==> src/rtl/register_file_mp_if.sv <==
// Port bundle for register_file_mp: read ports, two write ports, scoreboard set port
// and the flattened debug views. The register file uses the slave side.
interface register_file_mp_if #(
  parameter int DATA_W = 32,
  parameter int ADDR_W = 3
);
  localparam int DEPTH = 2 ** ADDR_W;

  logic [ADDR_W-1:0]       ra1;
  logic [ADDR_W-1:0]       ra2;
  logic [DATA_W-1:0]       rd1;
  logic [DATA_W-1:0]       rd2;
  logic                    rbusy1;
  logic                    rbusy2;
  logic                    we_a;
  logic [ADDR_W-1:0]       wa_a;
  logic [DATA_W-1:0]       wd_a;
  logic                    we_b;
  logic [ADDR_W-1:0]       wa_b;
  logic [DATA_W-1:0]       wd_b;
  logic                    set_en;
  logic [ADDR_W-1:0]       set_addr;
  logic [ADDR_W-1:0]       dbg_addr;
  logic [DATA_W-1:0]       dbg_data;
  logic [DATA_W*DEPTH-1:0] r_all;
  logic [DEPTH-1:0]        busy_all;

  modport master (
    output ra1, ra2, we_a, wa_a, wd_a, we_b, wa_b, wd_b, set_en, set_addr, dbg_addr,
    input  rd1, rd2, rbusy1, rbusy2, dbg_data, r_all, busy_all
  );

  modport slave (
    input  ra1, ra2, we_a, wa_a, wd_a, we_b, wa_b, wd_b, set_en, set_addr, dbg_addr,
    output rd1, rd2, rbusy1, rbusy2, dbg_data, r_all, busy_all
  );
endinterface

==> src/rtl/register_file_mp.sv <==
// Multi-port CPU register file: two combinational read ports, two write ports (B wins
// over A on the same address), optional same-cycle write forwarding, optional hardwired
// zero register, and a per-register busy scoreboard for hazard detection.
module register_file_mp #(
  parameter int DATA_W   = 32,
  parameter int ADDR_W   = 3,
  parameter bit BYPASS   = 1'b1,
  parameter bit ZERO_REG = 1'b0
) (
  input  logic               clk,
  input  logic               rst,
  register_file_mp_if.slave  bus
);
  localparam int DEPTH = 2 ** ADDR_W;

  logic [DATA_W-1:0] mem [DEPTH];
  logic [DEPTH-1:0]  busy;
  logic [DEPTH-1:0]  wr_hit;
  logic [DATA_W-1:0] dbg_q;

  // Port write enables after removing writes to the hardwired zero register.
  logic wr_a_ok;
  logic wr_b_ok;
  assign wr_a_ok = bus.we_a && !(ZERO_REG && bus.wa_a == '0);
  assign wr_b_ok = bus.we_b && !(ZERO_REG && bus.wa_b == '0);

  // Decode which registers receive a write this cycle (retires a pending producer).
  always_comb begin
    // NOTE: every always_comb output gets a default first so no path leaves it unassigned (no latch).
    wr_hit = '0;
    for (int i = 0; i < DEPTH; i++) begin
      wr_hit[i] = (wr_a_ok && bus.wa_a == ADDR_W'(i)) || (wr_b_ok && bus.wa_b == ADDR_W'(i));
    end
  end

  // Storage, scoreboard and debug register; port B is written last so it wins on a collision.
  always_ff @(posedge clk) begin
    if (rst) begin
      // NOTE: the register array is explicitly cleared on reset because software relies on all registers reading 0 afterwards.
      for (int i = 0; i < DEPTH; i++) begin
        mem[i] <= '0;
      end
      busy  <= '0;
      dbg_q <= '0;
    end else begin
      // NOTE: non-blocking assignments; with two writes to one address the later statement (port B) takes effect.
      if (wr_a_ok) mem[bus.wa_a] <= bus.wd_a;
      if (wr_b_ok) mem[bus.wa_b] <= bus.wd_b;
      for (int i = 0; i < DEPTH; i++) begin
        if (bus.set_en && bus.set_addr == ADDR_W'(i) && !(ZERO_REG && i == 0)) begin
          busy[i] <= 1'b1;
        end else if (wr_hit[i]) begin
          busy[i] <= 1'b0;
        end
      end
      dbg_q <= (ZERO_REG && bus.dbg_addr == '0) ? '0 : mem[bus.dbg_addr];
    end
  end

  assign bus.dbg_data = dbg_q;

  // Flattened stored-state views (never forwarded).
  for (genvar i = 0; i < DEPTH; i++) begin : g_all
    if (ZERO_REG && i == 0) begin : g_zero
      assign bus.r_all[i*DATA_W +: DATA_W] = '0;
      assign bus.busy_all[i]               = 1'b0;
    end else begin : g_reg
      assign bus.r_all[i*DATA_W +: DATA_W] = mem[i];
      assign bus.busy_all[i]               = busy[i];
    end
  end

  // Two independent read ports.
  logic [1:0][DATA_W-1:0] rd_v;
  logic [1:0]             rb_v;

  for (genvar p = 0; p < 2; p++) begin : g_rd
    logic [ADDR_W-1:0] ra;
    logic [DATA_W-1:0] rd_l;
    logic              rb_l;

    assign ra = (p == 0) ? bus.ra1 : bus.ra2;

    // Stored value, overridden by a same-cycle write (B before A), then by the zero register.
    always_comb begin
      rd_l = mem[ra];
      rb_l = busy[ra];
      if (BYPASS && !rst) begin
        if (bus.we_b && bus.wa_b == ra) begin
          rd_l = bus.wd_b;
          rb_l = 1'b0;
        end else if (bus.we_a && bus.wa_a == ra) begin
          rd_l = bus.wd_a;
          rb_l = 1'b0;
        end
      end
      if (ZERO_REG && ra == '0) begin
        rd_l = '0;
        rb_l = 1'b0;
      end
    end

    assign rd_v[p] = rd_l;
    assign rb_v[p] = rb_l;
  end

  assign bus.rd1    = rd_v[0];
  assign bus.rd2    = rd_v[1];
  assign bus.rbusy1 = rb_v[0];
  assign bus.rbusy2 = rb_v[1];

endmodule

==> src/flat_wrapper.sv <==
// flat-port wrapper written by rule: the top's interface ports become plain ports
module register_file_mp_flat 
#(
  parameter int DATA_W   = 32,
  parameter int ADDR_W   = 3,
  parameter bit BYPASS   = 1'b1,
  parameter bit ZERO_REG = 1'b0
)
  (clk, rst, bus_ra1, bus_ra2, bus_we_a, bus_wa_a, bus_wd_a, bus_we_b, bus_wa_b, bus_wd_b, bus_set_en, bus_set_addr, bus_dbg_addr, bus_rd1, bus_rd2, bus_rbusy1, bus_rbusy2, bus_dbg_data, bus_r_all, bus_busy_all);
  register_file_mp_if #(.DATA_W(DATA_W), .ADDR_W(ADDR_W)) bus_i ();
  input  logic clk;
  input  logic rst;
  input wire logic [$bits(bus_i.ra1)-1:0] bus_ra1;
  input wire logic [$bits(bus_i.ra2)-1:0] bus_ra2;
  input wire logic [$bits(bus_i.we_a)-1:0] bus_we_a;
  input wire logic [$bits(bus_i.wa_a)-1:0] bus_wa_a;
  input wire logic [$bits(bus_i.wd_a)-1:0] bus_wd_a;
  input wire logic [$bits(bus_i.we_b)-1:0] bus_we_b;
  input wire logic [$bits(bus_i.wa_b)-1:0] bus_wa_b;
  input wire logic [$bits(bus_i.wd_b)-1:0] bus_wd_b;
  input wire logic [$bits(bus_i.set_en)-1:0] bus_set_en;
  input wire logic [$bits(bus_i.set_addr)-1:0] bus_set_addr;
  input wire logic [$bits(bus_i.dbg_addr)-1:0] bus_dbg_addr;
  output wire logic [$bits(bus_i.rd1)-1:0] bus_rd1;
  output wire logic [$bits(bus_i.rd2)-1:0] bus_rd2;
  output wire logic [$bits(bus_i.rbusy1)-1:0] bus_rbusy1;
  output wire logic [$bits(bus_i.rbusy2)-1:0] bus_rbusy2;
  output wire logic [$bits(bus_i.dbg_data)-1:0] bus_dbg_data;
  output wire logic [$bits(bus_i.r_all)-1:0] bus_r_all;
  output wire logic [$bits(bus_i.busy_all)-1:0] bus_busy_all;
  assign bus_i.ra1 = bus_ra1;
  assign bus_i.ra2 = bus_ra2;
  assign bus_i.we_a = bus_we_a;
  assign bus_i.wa_a = bus_wa_a;
  assign bus_i.wd_a = bus_wd_a;
  assign bus_i.we_b = bus_we_b;
  assign bus_i.wa_b = bus_wa_b;
  assign bus_i.wd_b = bus_wd_b;
  assign bus_i.set_en = bus_set_en;
  assign bus_i.set_addr = bus_set_addr;
  assign bus_i.dbg_addr = bus_dbg_addr;
  assign bus_rd1 = bus_i.rd1;
  assign bus_rd2 = bus_i.rd2;
  assign bus_rbusy1 = bus_i.rbusy1;
  assign bus_rbusy2 = bus_i.rbusy2;
  assign bus_dbg_data = bus_i.dbg_data;
  assign bus_r_all = bus_i.r_all;
  assign bus_busy_all = bus_i.busy_all;
  register_file_mp #(.DATA_W(DATA_W), .ADDR_W(ADDR_W), .BYPASS(BYPASS), .ZERO_REG(ZERO_REG)) u_core (.clk(clk), .rst(rst), .bus(bus_i));
endmodule
==> config.mk <==
export PLATFORM = sky130hd
export DESIGN_NAME = register_file_mp_flat
export DESIGN_NICKNAME = d
export VERILOG_FILES = /design/src/rtl/register_file_mp_if.sv /design/src/rtl/register_file_mp.sv /design/src/flat_wrapper.sv
export SDC_FILE = /design/constraint.sdc
export NUM_CORES = 1
export LEC_CHECK = 0
export CAP_MARGIN = 20
export CORE_MARGIN = 4
export CORE_UTILIZATION = 46
export CTS_BUF_LIST = sky130_fd_sc_hd__clkbuf_16
export DETAILED_ROUTE_END_ITERATION = 7
export GPL_TIMING_DRIVEN = 0
export PLACE_DENSITY = 0.78
export SYNTH_ARGS = -nofsm -noshare
export SYNTH_HDL_FRONTEND = slang
export SYNTH_SLANG_ARGS = --single-unit
==> constraint.sdc <==
create_clock -name clk -period 4.2 [get_ports clk]
set_clock_uncertainty 0.15 [all_clocks]
set_input_delay 1.26 -clock clk [delete_from_list [all_inputs] [get_ports clk]]
set_output_delay 1.26 -clock clk [all_outputs]
set_load 0.01 [all_outputs]
# == Word level (Yosys, flattened, before mapping) ==
# Memory sizes are Yosys's and may differ from the RTL's. A register that Yosys moved wholly into a read port is not among the register bits.
# Index checks and enable logic that the tools add are counted.
# W data, S select, Z words.
# classes
reduce_logical,49
magnitude_cmp,2
n_mux,46
n_eq_ne,25
# op_table
op,count
$mux W32,8
$reduce_or A32 Y1,2
$eq A3 B3 Y1 const B,12
$mux W1,34
$logic_and A1 B1 Y1,28
$eq A3 B2 Y1 const B,6
$reduce_bool A2 Y1,8
$eq A3 B3 Y1,4
$eq A3 B1 Y1 const B,3
$logic_not A3 Y1,3
$logic_or A1 B1 Y1,8
$lt A3 B4 Y1 const B,2
$bmux W1 S3,2
$mux W3,2
# totals
wordCells,131
register_bits,8
mem_count,1
input_bits,87
ram_bits,256
out_inout_bits,362
# memory_table
name,depth,word_bits,read_ports,rd_ports_with_merged_regs,write_ports,line,rtl
u_core.mem,8,32,11,1,8,register_file_mp.sv:16,logic [DATA_W-1:0] mem [DEPTH];

# == Depth between registers and ports, before layout ==
# depth
word_depth,5
depth_mapped,7
ltp_nobuf,4

# == Worst setup path before layout ==
# No wires, ideal clock.
# synth_timing
kind,input to register
start,input bus_wa_a[1]
end,memory u_core.mem[6][0] (enable)
arrival_time_ns,3.885
path_slack_ns,-0.303
required_ns,3.582
setup_ns,0.468
cell_stages,3
path_buffers,1
path_cell_list,buf_2 > nand3_1 > o21ai_0
# synth_lines
item,line,rtl
start: declaration,flat_wrapper.sv:16,input wire logic [$bits(bus_i.wa_a)-1:0] bus_wa_a;
end: declaration,register_file_mp.sv:16,

# == Worst setup path after layout ==
# layout_timing
start,input bus_wa_b[2]
end,output bus_rd2[19]
# layout_between
elab_chain_len,4
# layout_rtl
item,line,rtl
start: declaration,flat_wrapper.sv:19,input wire logic [$bits(bus_i.wa_b)-1:0] bus_wa_b;
$eq A3 B3 Y1,register_file_mp.sv:89,if (bus.we_b && bus.wa_b == ra) begin
$logic_and A1 B1 Y1,register_file_mp.sv:89,
$mux W32,register_file_mp.sv:89,
$mux W32,register_file_mp.sv:88,if (BYPASS && !rst) begin
end: declaration,flat_wrapper.sv:25,output wire logic [$bits(bus_i.rd2)-1:0] bus_rd2;
# No other way between the ends.

==> results.py <==
metrics = {
    "outcome": {
        "status": "finished with violations",
        "violations": "setup timing",
    },
    "clocking": {
        "clk-insertion-delay-late_ns": 0.54,
        "cts_max_level": 2,
        "root_buffer": "clkbuf_16",
        "cts_tree": "yes",
        "clock-sinks": 296,
        "cts-buffers-inserted": 34,
        "clk_transition_reported_paths_ns": 0.06,
        "hold_buffers": 0,
        "clk_path_buf_depth": 3,
    },
    "power_and_ir_drop": {
        "ir_drop_uv": 250,
        "cellPowerDensity_mw_per_mm2": 345,
        "leakagePower_uw": 0.00978,
        "total_power_uw": 8970,
    },
    "floorplanning": {
        "ios": 449,
        "row_count": 74,
        "fp.dieArea_sq_mm": 0.0448,
        "die-height_um": 212,
        "start_util_pct": 46.7,
        "coreArea_sq_mm": 0.0409,
        "die_w_um": 212,
    },
    "finish": {
        "synthToLayoutAreaGrowth_pct": 36.3,
        "layout-drive-gt1-share_pct": 28.8,
        "layout_commonest_cell": "clkdlybuf4s50_1",
        "register_area_sq_mm": 0.00849,
        "layout_common_cells": "clkdlybuf4s50_1 (300), a22o_1 (256), edfxtp_1 (256)",
        "fillCellCount": 3029,
        "nets": 1845,
        "multiInputGateArea_sq_mm": 0.0101,
        "final_util_pct": 63.6,
    },
    "synthesis": {
        "async_flop_share_pct": 0,
        "syn_avg_cell_area_sq_um": 14.7,
        "synth-seq-area-share_pct": 44.4,
        "ys_ff_latch": 296,
        "synth_nets": 1385,
        "synth-edff-count": 256,
        "synth_warnings": 0,
        "synth_cells": 1298,
        "synth_cell_types": 39,
        "ys.flop_type": "edfxtp_1",
        "syn_area_sq_mm": 0.0191,
    },
    "routing": {
        "antenna_left": 0,
        "wire_per_inst_um": 37.0,
        "drt_wl_total_um": 85800,
        "vias": 16700,
        "drt-initial-drc-count": 2570,
        "drc_errors": 0,
        "dr.pass1.iters": 5,
        "via_per_inst": 7.18,
    },
    "sta": {
        "hold_slack_ns": 0.377,
        "hold_viol_final": 0,
        "layout_setup_ws_ns": -0.0773,
        "fin_crit_sh_pct": 102,
        "fin_tns_setup_ns": -0.397,
        "fmax_ghz": 0.234,
        "relSlewSlack_pct": 18.3,
        "tightest_slew_ns": 1.23,
        "rsz0062_at_grt": "true",
        "finalCriticalPeriod_ns": 4.28,
        "setup_viol": 12,
        "drv_slew": 0,
    },
    "place": {
        "portBuffers": 370,
        "place_hpwl_um": 58200,
        "gp_congestion": 0.935,
    },
    "critical_path": {
        "cp_data_required_time_ns": 2.79,
        "endpoint_kind": "primary output",
        "cpPeakStageDelay_ns": 0.29,
        "worstPathMaxFanout": 8,
        "start_kind": "input port",
        "worstSetupPathType": "in2out",
        "crit_slowest_cell": "mux2i_1",
        "worstPathArrival_ns": 2.87,
        "crit_chain": "buf_6 -> xnor2_2 -> nand4_2 -> a21oi_4 -> buf_12 -> clkbuf_16 -> mux2i_1 -> buf_2",
    },
    "grt": {
        "grt_pass1_wl_um": 119000,
        "grt_antenna_before_repair": 6,
        "grt_max_degree": 20,
        "grt_pass1_vias": 16200,
        "grt.overflow.total": 0,
        "groute.usage.overall_pct": 36.6,
    },
    "min_path": {
        "hold_class": "reg2reg",
    },
    "run": {
        "drv_cap": 0,
    },
}
[critical path, delay by kind of cell]
kind / cells / cell delay (ns)
simple gates: 1 / 0.19
mux: 1 / 0.29
compound gates: 1 / 0.21
buf+inv: 4 / 0.70
xor+xnor: 1 / 0.20
[metrics by stage]
step / cell area (sq um) / cells / worst slack (ns)
5_1_grt: 26000 / 2319 / -0.0898
3_3_place_gp: 23500 / 2200 / -1.89
6_report: 26000 / 2320 / -0.0773
3_5_place_dp: 23700 / 2212 / -1.38
2_1_floorplan: 19100 / 1298 / 0.192
4_1_cts: 25700 / 2303 / -0.0526
[synth_stat cells, types with 5 or more instances]
cell type  instances  area share, %
a22o_1           256             12
buf_6              8           0.47
nand3_1           12           0.31
nand2_1           10           0.20
edfxtp_1         256             40
dfxtp_1           40            4.2
clkbuf_1          87            1.7
mux2i_1          226             12
buf_1             21           0.41
buf_4             14           0.55
nor3_1             5           0.13
buf_2             64            1.7
nor2_1            44           0.86
mux4_2           196             23
xnor2_1           11           0.50
[kinds of logic (layout without fill, tap and decap cells)]
| group | after synthesis | after routing | synth area share, % |
|---|---|---|---|
| buffers and inverters | 198 | 683 | 4.92 |
| AND/OR/NAND/NOR | 99 | 99 | 2.74 |
| other | 0 | 5 | 0 |
| AO/OA/AOI/OAI | 271 | 271 | 12.3 |
| flip-flops | 296 | 296 | 44.4 |
| XOR/XNOR | 12 | 12 | 0.590 |
| multiplexers | 422 | 422 | 35.0 |
[routing by layer]
metal	track usage [%]	routed length, um	vias up
li1	-	-	6343
met1	47.9	29000	8340
met2	57.0	39700	1684
met3	11.4	12700	283
met4	16.0	4380	2
met5	0	7	-
[power by group]
part | total, uW | switching, uW | internal (uW)
combinational | 2460 | 1190 | 1270
sequential | 3740 | 277 | 3460
clock | 2770 | 1280 | 1480
[final cells by class]
class,instances,share of cell area [%]
antenna,5,0.0481
buffer,192,5.40
clock buffer,34,3.27
clock inverter,27,0.548
inverter,3,0.0433
multi-input combinational,804,38.8
sequential,296,32.6
tap,532,2.56
timing repair buffer,427,16.7
[registers in the layout, indices dropped and copies added, names as in the netlist]
signal and count:
u_core.mem 256, u_core.bus.dbg_data 32, u_core.bus.busy_all 8
[worst paths after layout]
check	start	end	slack (ns)	depth (start not counted)
setup / recovery	bus_wa_b[2]	bus_rd2[19]	-0.08	8
hold reg to reg	u_core.bus.busy_all[5]	u_core.bus.busy_all[5]	0.38	2
setup reg to reg	u_core.mem[7][10]	u_core.bus.dbg_data[10]	2.59	3
hold / removal	u_core.bus.busy_all[5]	u_core.bus.busy_all[5]	0.38	2
[what timing repair did]
action	CTS	global route
pin swaps	8	9
resized for setup	391	89
buffers inserted	27	12
endpoints found under the setup margin	66	62
gates cloned	6	2
(Power assumes the default switching activity.)
